File: src/rtl/instr_loader.sv
// Purpose: packs a byte stream MSB-first into words and writes them to a fixed instruction region.
// Latency: the word strobe appears the cycle after its final byte is accepted; the next byte is taken one cycle later.
// Backpressure: byte_ready drops during the write cycle and outside a load; unaccepted bytes are left on the input.
module instr_loader #(
  parameter int                         DATA_WIDTH        = 8,
  parameter int                         ADDRESS_WIDTH     = 32,
  parameter int                         INSTRUCTION_WIDTH = 32,
  parameter logic [ADDRESS_WIDTH-1:0]   BASE_ADDR         = 32'hBFC00000,
  parameter int                         REGION_BYTES      = 4096
) (
  input  logic                          clk,
  input  logic                          rst_n,
  input  logic                          start,
  input  logic                          byte_valid,
  input  logic [DATA_WIDTH-1:0]         byte_data,
  input  logic                          byte_last,
  output logic                          byte_ready,
  output logic                          wr_en,
  output logic [ADDRESS_WIDTH-1:0]      wr_addr,
  output logic [INSTRUCTION_WIDTH-1:0]  wr_data,
  output logic                          busy,
  output logic                          done,
  output logic [10:0]                   word_count
);

  localparam int BPW        = INSTRUCTION_WIDTH / DATA_WIDTH;
  localparam int IDX_W      = (BPW > 1) ? $clog2(BPW) : 1;
  localparam int WORD_BYTES = INSTRUCTION_WIDTH / 8;
  localparam logic [ADDRESS_WIDTH-1:0] LAST_ADDR =
    BASE_ADDR + ADDRESS_WIDTH'(REGION_BYTES - WORD_BYTES);
  localparam logic [IDX_W-1:0] LAST_IDX = IDX_W'(BPW - 1);

  typedef enum logic [1:0] {
    IDLE  = 2'd0,
    LOAD  = 2'd1,
    WRITE = 2'd2,
    DONE  = 2'd3
  } state_t;

  state_t                         state;
  state_t                         state_nxt;
  logic [ADDRESS_WIDTH-1:0]       word_addr;
  logic [IDX_W-1:0]               byte_idx;
  logic [INSTRUCTION_WIDTH-1:0]   word_buf;
  logic [INSTRUCTION_WIDTH-1:0]   merged;
  logic                           last_q;
  logic                           load_accept;
  logic                           word_end;
  logic                           region_end;

  // Accept qualifiers are derived from the state register, not byte_ready, to keep the logic acyclic.
  assign load_accept = (state == LOAD) && byte_valid;
  assign word_end    = byte_last || (byte_idx == LAST_IDX);
  assign region_end  = (word_addr == LAST_ADDR);

  // State register; reset forces IDLE so all state-decoded outputs drop at once.
  always_ff @(posedge clk or negedge rst_n) begin
    if (!rst_n) begin
      state <= IDLE;
    end else begin
      state <= state_nxt;
    end
  end

  // Next-state decode and the state-derived handshake/status outputs.
  always_comb begin
    state_nxt  = state;
    byte_ready = 1'b0;
    wr_en      = 1'b0;
    busy       = 1'b0;
    done       = 1'b0;
    case (state)
      IDLE: begin
        if (start) state_nxt = LOAD;
      end
      LOAD: begin
        byte_ready = 1'b1;
        busy       = 1'b1;
        if (byte_valid && word_end) state_nxt = WRITE;
      end
      WRITE: begin
        wr_en     = 1'b1;
        busy      = 1'b1;
        state_nxt = (last_q || region_end) ? DONE : LOAD;
      end
      DONE: begin
        done = 1'b1;
        if (start) state_nxt = LOAD;
      end
      default: state_nxt = IDLE;
    endcase
  end

  // Drop the incoming byte into its lane; lane 0 is the most significant so stream order matches memory order.
  always_comb begin
    merged = word_buf;
    for (int k = 0; k < BPW; k++) begin
      if (byte_idx == IDX_W'(k)) begin
        merged[(BPW-1-k)*DATA_WIDTH +: DATA_WIDTH] = byte_data;
      end
    end
  end

  // Datapath: byte assembly, write-port capture, address and word counting.
  always_ff @(posedge clk or negedge rst_n) begin
    if (!rst_n) begin
      word_addr  <= BASE_ADDR;
      byte_idx   <= '0;
      word_buf   <= '0;
      last_q     <= 1'b0;
      wr_addr    <= BASE_ADDR;
      wr_data    <= '0;
      word_count <= '0;
    end else begin
      case (state)
        IDLE, DONE: begin
          if (start) begin
            word_addr  <= BASE_ADDR;
            word_count <= '0;
            byte_idx   <= '0;
            word_buf   <= '0;
            last_q     <= 1'b0;
          end
        end
        LOAD: begin
          if (load_accept) begin
            if (word_end) begin
              // Capture here so wr_addr/wr_data are valid throughout WRITE and hold afterwards.
              wr_addr <= word_addr;
              wr_data <= merged;
              last_q  <= byte_last;
            end else begin
              word_buf <= merged;
              byte_idx <= byte_idx + IDX_W'(1);
            end
          end
        end
        WRITE: begin
          word_count <= word_count + 11'd1;
          // Parking on the last word keeps the pointer inside the region; the FSM ends the load anyway.
          if (!region_end) word_addr <= word_addr + ADDRESS_WIDTH'(WORD_BYTES);
          byte_idx   <= '0;
          word_buf   <= '0;
        end
        default: ;
      endcase
    end
  end

endmodule
File: config.mk
export PLATFORM = sky130hd
export DESIGN_NAME = instr_loader
export DESIGN_NICKNAME = d
export VERILOG_FILES = /design/src/rtl/instr_loader.sv
export SDC_FILE = /design/constraint.sdc
export NUM_CORES = 1
export LEC_CHECK = 0
export ABC_CLOCK_PERIOD_IN_PS = 2670
export CORE_MARGIN = 3
export CORE_UTILIZATION = 40
export CTS_BUF_LIST = sky130_fd_sc_hd__clkbuf_4
export DETAILED_ROUTE_END_ITERATION = 16
export GPL_TIMING_DRIVEN = 0
export PLACE_DENSITY_LB_ADDON = 0.05
export SLEW_MARGIN = 40
export SYNTH_ARGS = -nofsm -noshare
export SYNTH_HDL_FRONTEND = slang
export SYNTH_SLANG_ARGS = --single-unit
File: constraint.sdc
create_clock -name clk -period 2.67 [get_ports clk]
set_input_delay 0.267 -clock clk [delete_from_list [all_inputs] [get_ports clk]]
set_output_delay 0.267 -clock clk [all_outputs]
set_load 0.005 [all_outputs]
# ---- After elaboration in Yosys (flattened, before gate mapping)
# Index checks and enable logic that the tools add are counted.
dict set report totals {
  ff_bits 144
  wordCells 69
  in_bits 13
  out_inout_bits 79
}
dict set report op_classes {
  n_reduce_logical 16
  n_mux 29
  add_sub_neg 3
  eq_ne 13
}
# operator count
set ops {}
lappend ops {{32-bit two-way mux} 5}
lappend ops {{32-bit case mux with 3 select lines} 1}
lappend ops {{32-bit case mux with 2 select lines} 1}
lappend ops {{32-bit by 3-bit adder with 32-bit output, second input constant} 1}
lappend ops {{32-bit equality test, second input constant} 1}
lappend ops {{8-bit two-way mux} 4}
lappend ops {{11-bit case mux with 2 select lines} 1}
lappend ops {{2-bit two-way mux} 6}
lappend ops {{2-bit case mux with 3 select lines} 2}
lappend ops {{11-bit by 1-bit adder with 11-bit output, second input constant} 1}
lappend ops {{11-bit two-way mux} 1}
lappend ops {{3-bit AND reduction} 3}
lappend ops {{2-bit equality test, second input constant} 4}
lappend ops {{2-bit inequality test, second input constant} 4}
lappend ops {{1-bit two-way mux} 7}
lappend ops {{2-bit by 1-bit equality test with 1-bit output, second input constant} 2}
lappend ops {{2-bit logical NOT} 2}
lappend ops {{2-bit by 1-bit inequality test with 1-bit output, second input constant} 2}
lappend ops {{2-bit AND reduction} 2}
lappend ops {{4-bit AND reduction} 1}
lappend ops {{2-bit nonzero test} 2}
lappend ops {{2-bit OR reduction} 2}
lappend ops {{2-bit by 1-bit adder with 2-bit output, second input constant} 1}
lappend ops {{1-bit logical AND} 2}
lappend ops {{other kinds (2)} 3}

# ---- Longest topological paths before layout
# Gate-level depths: netlist (run 1).
dict set report depth {
  word_depth 5
  depth_mapped 9
  depth_no_buf 7
}

# ---- Least setup slack after synthesis (run 1)
# No wires, ideal clock.
dict set report synth_path {
  kind {reg-to-reg}
  start {register word_addr[2]}
  end {register word_addr[28]}
  required_ps 2586
  setup_ps 84
  path_stages_with_launch 8
  n_path_buf 1
  path_slack_ps 472
  arrival_time_ps 2114
  synth_period_minus_slack_ps 2198
  cell_sequence {dfrtp_1 -> ha_1 -> nand4_4 -> or4_1 -> buf_6 -> nor4_4 -> xor2_1 -> o32a_2}
}
dict set report synth_between {
  elab_chain_cells 3
}
# element line_no
set synth_lines {}
lappend synth_lines {{from (decl)} 42} ;# logic [ADDRESS_WIDTH-1:0] word_addr;
lappend synth_lines {{from (signal assigned)} 141} ;# if (!region_end) word_addr <= word_addr + ADDRESS_WIDTH'(WORD_BYTES);
lappend synth_lines {{32-bit by 3-bit adder with 32-bit output / 32-bit equality test (equally long branches)} {141, 54}}
lappend synth_lines {{32-bit two-way mux / 2-bit inequality test (equally long branches)} -}
lappend synth_lines {{32-bit case mux with 2 select lines / 3-bit AND reduction (equally long branches)} -}
# Parallel ways exist; a longest one is shown, timed or not. The select of a mux whose other input is x is not followed.
# A chain may end at the register's enable or synchronous reset.

# ---- Final worst setup path (run 1)
# Same ends and word-level chain as after synthesis.

==> reports/metrics.cfg, run 1 <==
[yosys]
synth_common_cells=122 x dfrtp_1, 81 x nand2_1, 50 x o21ai_0
synth_async_sr_flop_share=1.000
yosysWarningCount=0
yosysTopAreaCell=dfrtp_1
synth_edf_count=0
yosysUniqueCellTypes=63
ys_top_cells_by_area=dfrtp_1 46%, dfstp_2 7.2%, mux2i_1 6.2%
avgSynthCellArea_um2=10.75
synth_top_area_frac=0.4633
synth_top_flop_cell=dfrtp_1
ys_ff_latch=140
netlist_area_um2=6589
yosysMostFrequentCell=dfrtp_1
synth.yosys.seq_area_share=0.5351
syn_inst=613

[sta]
tightestPinTransition_ns=0.8259
fin_ws_ns=0.2335
clock_skew_ns=0.01597
slew_viol_final=0
fin_tns_setup_ns=0
setup_viol_count_final=0
finalCritPeriodShare=0.9126
relSlewSlack=0.4443
rsz0062_at_grt=false
fin_crit_ns=2.437
hold_viol=0
max_freq_ghz=0.4104

[detailed_routing]
drc=0
viasPerCell=5.423
wl_per_cell_um=18.09
wl_um=17240
postRouteAntennaNets=0
via_count=5168
drt_first_pass_iters=6
detail_route.iter0.violations=461

[placement]
portBuffers=89
place_congestion=0.8815
hpwl_um=12150
dp_slack_ns=-0.1618
dp_cells=921

[layout]
drive_gt1_frac=0.1465
num_antenna_cells=0
instances_no_fill=953
final_util=0.5082
n_fill_cell=1507
area_delta_synth_final_pct=23.41
final_nets=747

[worst_setup_path]
timing.rr.end=word_addr[28]
crit_fanout=7
end_kind=flip-flop
worst_ep_required_time_ns=3.18
critPathMaxStageDelay_ns=0.57
crit_family=simple AND/OR/NAND/NOR gates
crit_chain=ha_1 > nand4_4 > or4_1 > buf_6 > nor4_4 > xor2_1 > o32a_2
r2r_setup_slack_ns=0.23
startpoint_type=flip-flop
worstSetupPathType=reg -> reg
reg2reg_depth=7
arrival_ns=2.95
reg2reg_from=word_addr[2]
path_buf_inv=1
cp_slowest_cell=or4_1

[grt]
grt_pass1_wl_um=27900
antenna_found_initial=0
grt_max_degree=62
grt_usage=0.1975
overflow=0
grt_pass1_vias=5120

[status]
status=complete, no violations

[pwr]
total_power_mw=6.434
p_per_area_nw_per_um2=791.3
p_leak_nw=3.482
ir_drop_v=0.0003553

[floorplanning]
fp-row-count=46
chipHeight_um=134.3
ios=92
core_um2=16000
initial_core_util=0.4118
die-area_um2=18050
die_x_um=134.3

[run]
maxCapViolCount=0

[hold_path]
holdCritPathClass=in -> async

[clock_tree]
cts_tree=built
cts_made_buffers=17
clk_latency_ns=0.58
ctsHtreeMaxLevel=4
cts_sinks=140
cts_buffer_depth=2
path_clk_slew_ns=0.12
cts-root-buf=clkbuf_4

[per-layer routing]
| layer | track usage | share of wire | vias to the layer above |
|---|---|---|---|
| met3 | 0.04651 | 0.053 | 27 |
| met5 | 0 | 0 | - |
| met2 | 0.2899 | 0.44 | 166 |
| met1 | 0.2929 | 0.49 | 2542 |
| met4 | 0.05656 | 0.017 | 0 |
| li1 | - | - | 2433 |
[cells by family (layout without fill, tap and decap cells)]
logic type | count (synthesis) | after routing | synth area share
XOR/XNOR | 6 | 6 | 0.007976
flip-flops | 140 | 140 | 0.5351
buffers and inverters | 54 | 177 | 0.03551
AO/OA/AOI/OAI | 130 | 130 | 0.1320
other | 1 | 2 | 0.0005691
AND/OR/NAND/NOR | 202 | 202 | 0.1580
adder cells (fa/ha/maj) | 10 | 10 | 0.01899
multiplexers | 70 | 70 | 0.1118
[cell type report]
| cell class | count | area [µm²] | share of cell area |
|---|---|---|---|
| Tap cell | 216 | 270.3 | 0.03324 |
| Clock inverter | 15 | 148.9 | 0.01831 |
| Timing Repair Buffer | 93 | 968.4 | 0.1191 |
| Sequential cell | 140 | 3526 | 0.4336 |
| Clock buffer | 17 | 127.6 | 0.01569 |
| Buffer | 40 | 183.9 | 0.02262 |
| Multi-Input combinational cell | 420 | 2861 | 0.3519 |
| Inverter | 12 | 45.04 | 0.005539 |
[through the flow]
step           hold WS [ns]  cell area (µm²)
2_1_floorplan      -0.02859             6593
3_3_place_gp         0.4661             7754
3_5_place_dp         0.1662             7818
4_1_cts              0.1388             8123
5_1_grt              0.1530             8132
6_report             0.1574             8132
[repair_timing]
action,CTS,global route
endpoints found under the setup margin,36,54
buffers inserted,1,0
hold endpoints to repair,73,0
cloned,0,0
hold buffers,1,0
gates resized for setup,5,4
pin swaps,1,0
[worst max path at each step]
stage / start / endpoint / slack [ns] / depth (start not counted)
after global placement: rst_n / wr_addr[8] / -4.26 / 1
final: word_addr[2] / word_addr[28] / 0.23 / 7
after detailed placement: state[0] / word_buf[15] / -0.16 / 9
after CTS: state[0] / wr_data[28] / 0.04 / 7
after floorplan: word_addr[2] / word_addr[28] / 0.47 / 7
after global routing: word_addr[27] / word_addr[16] / 0.04 / 6
[sequential cells by signal, indices dropped and copies added (netlist names)]
name / flops
wr_data: 32
byte_idx: 2
last_q: 1
word_buf: 32
state: 2
wr_addr: 30
word_addr: 30
word_count: 11
[cells in the final DEF, fill, tap and decap left out, drive strengths merged, types with 5 or more instances in the layout]
| master | count |
|---|---|
| nor3 | 10 |
| dfstp | 18 |
| o21ai | 53 |
| nor2 | 24 |
| buf | 21 |
| o211ai | 5 |
| nand2 | 81 |
| clkdlybuf4s50 | 88 |
| a22o | 26 |
| inv | 14 |
| and2 | 7 |
| clkbuf | 40 |
| and3 | 8 |
| a41oi | 5 |
| xor2 | 6 |
| nand3 | 19 |
| nor4 | 10 |
| ha | 10 |
| dfrtp | 122 |
| nand4 | 11 |
| clkinv | 7 |
| or3 | 8 |
| a21oi | 15 |
| nor2b | 8 |
| mux2i | 41 |
| mux2 | 29 |
[power by group]
| group | switching (mW) | internal (mW) | total (mW) |
|---|---|---|---|
| combinational | 1.40 | 1.00 | 2.40 |
| clock | 0.810 | 0.551 | 1.36 |
| sequential | 0.217 | 2.46 | 2.67 |
| total | 2.42 | 4.01 | 6.43 |
No activity file was read; power rests on OpenSTA's default activity.
==> inputs of run 2 (changes only) <==
- ABC_CLOCK_PERIOD_IN_PS: 2670 -> 2500
- clock period: 2.67 -> 2.5 ns (I/O delays scaled with it)
==> reports/metrics.cfg, run 2 (synthesis gave the netlist of run 1 again) <==
[status]
status=complete, no violations

[layout]
largestRegisters=word_buf x32, wr_data x32
drive_gt1_frac=0.1541
multi_input_area_um2=2878
stdcell_area_um2=8168
final_cell_mix=122 x dfrtp_1, 88 x clkdlybuf4s50_1, 81 x nand2_1
num_antenna_cells=0
final_nets=750
register_area_um2=3526
mostFrequentLayoutCell=dfrtp_1
area_delta_synth_final_pct=23.97
n_fill_cell=1502

[placement]
portBuffers=89
hpwl_um=12150
dpl_cell_area_um2=7818
place_congestion=0.8815

[pwr]
intPower_mw=4.330
p_leak_nw=3.495
swShare=0.3760
clockPowerShare=0.209
p_per_area_nw_per_um2=849.5
p_switching_mw=2.609
total_power_mw=6.939
ir_drop_v=0.0003869
p_comb_frac=0.379
seqPwrFrac=0.412

[sta]
fin_tns_setup_ns=0
slew_viol_final=0
hold_viol=0
max_freq_ghz=0.4184
tightestPinTransition_ns=0.7153
clock_skew_ns=0.01578
fin_crit_ns=2.390
setup_viol_count_final=0
finalCritPeriodShare=0.9561
relSlewSlack=0.5231

[worst_setup_path]
critPathMaxStageDelay_ns=0.58
reg2reg_from=word_addr[2]
crit_chain=ha_2 > nand4_4 > or4_1 > buf_6 > nor4_4 > xor2_1 > o32a_2
startpoint_type=flip-flop
worstSetupPathType=reg -> reg
crit_fanout=7
path_buf_inv=1
arrival_ns=2.90
crit_start=word_addr[2]
crit_family=simple AND/OR/NAND/NOR gates
end_kind=flip-flop
worst_ep_required_time_ns=3.01
cp_slowest_cell=or4_1

[detailed_routing]
drc=0
postRouteAntennaNets=0
wl_um=17360
detail_route.iter0.violations=444
wl_per_cell_um=18.16
drt_first_pass_iters=5
via_count=5176
viasPerCell=5.414

[floorplanning]
die_x_um=134.3
chipHeight_um=134.3
die-area_um2=18050
fp-row-count=46
core_um2=16000
ios=92
initial_core_util=0.4118

[grt]
grt_usage=0.1986
grt_pass1_wl_um=27990
use_met2=0.2916
busiest_layer=met1
grt_max_degree=62
grt_pass1_vias=5117
gr-usage-met1=0.2938
overflow=0
antenna_found_initial=0
grtUsageMet3=0.04726

[hold_path]
holdCritPathClass=in -> async

[clock_tree]
clk_latency_ns=0.58
cts-root-buf=clkbuf_4
cts_tree=built
path_clk_slew_ns=0.12
ctsHtreeMaxLevel=4
cts_made_buffers=17
cts_sinks=140
cts_buffer_depth=2

[run]
maxCapViolCount=0

run 2: power by group through the flow:
stage          combinational, mW  sequential (mW)  clock [mW]
2_1_floorplan               1.40             2.86           0
3_3_place_gp                2.46             2.89           0
3_5_place_dp                2.54             2.90           0
4_1_cts                     2.57             2.86        1.49
5_1_grt                     2.89             2.90        1.61
6_report                    2.63             2.86        1.45
run 2: metrics by stage:
stage                     worst slack, ns  hold WS (ns)    util  cells
final                              0.1097        0.1420  0.5105    956
after global routing            -0.002377        0.1360  0.5105    956
after CTS                         0.03456        0.1218  0.5078    954
after detailed placement          -0.3318        0.1492  0.4886    921
after global placement             -4.417        0.4661  0.4846    919
after floorplan                    0.3018      -0.04559       -    614
run 2: timing repair:
| item | 4_1_cts | 5_1_grt |
|---|---|---|
| resized for setup | 7 | 6 |
| hold buffers | 1 | 0 |
| setup buffers | 1 | 2 |
| pin swaps | 1 | 0 |
| hold endpoints to repair | 73 | 0 |
| endpoints found under the setup margin | 70 | 40 |
run 2: final cells by class:
class	instances	area share
clock inverter	15	0.01823
timing repair buffer	95	0.1204
sequential	140	0.4317
tap	216	0.03309
clock buffer	17	0.01562
multi-input combinational	420	0.3523
inverter	12	0.005515
buffer	41	0.02313
run 2: path summary, 6_finish.rpt:
path,endpoint,slack [ns],depth (start not counted)
worst min-delay path,wr_addr[11],0.14,2
min in group clk,last_q,0.41,5
worst min register to register,wr_data[20],0.49,2
max in group asynchronous,word_addr[5],1.50,4
worst max-delay path,word_addr[28],0.11,7
worst max register to register,word_addr[28],0.11,7
run 2: routing by layer:
| metal | vias up | wire (µm) |
|---|---|---|
| li1 | 2446 | - |
| met1 | 2560 | 8484 |
| met4 | 0 | 292 |
| met2 | 145 | 7718 |
| met3 | 25 | 867 |
| met5 | - | 0 |
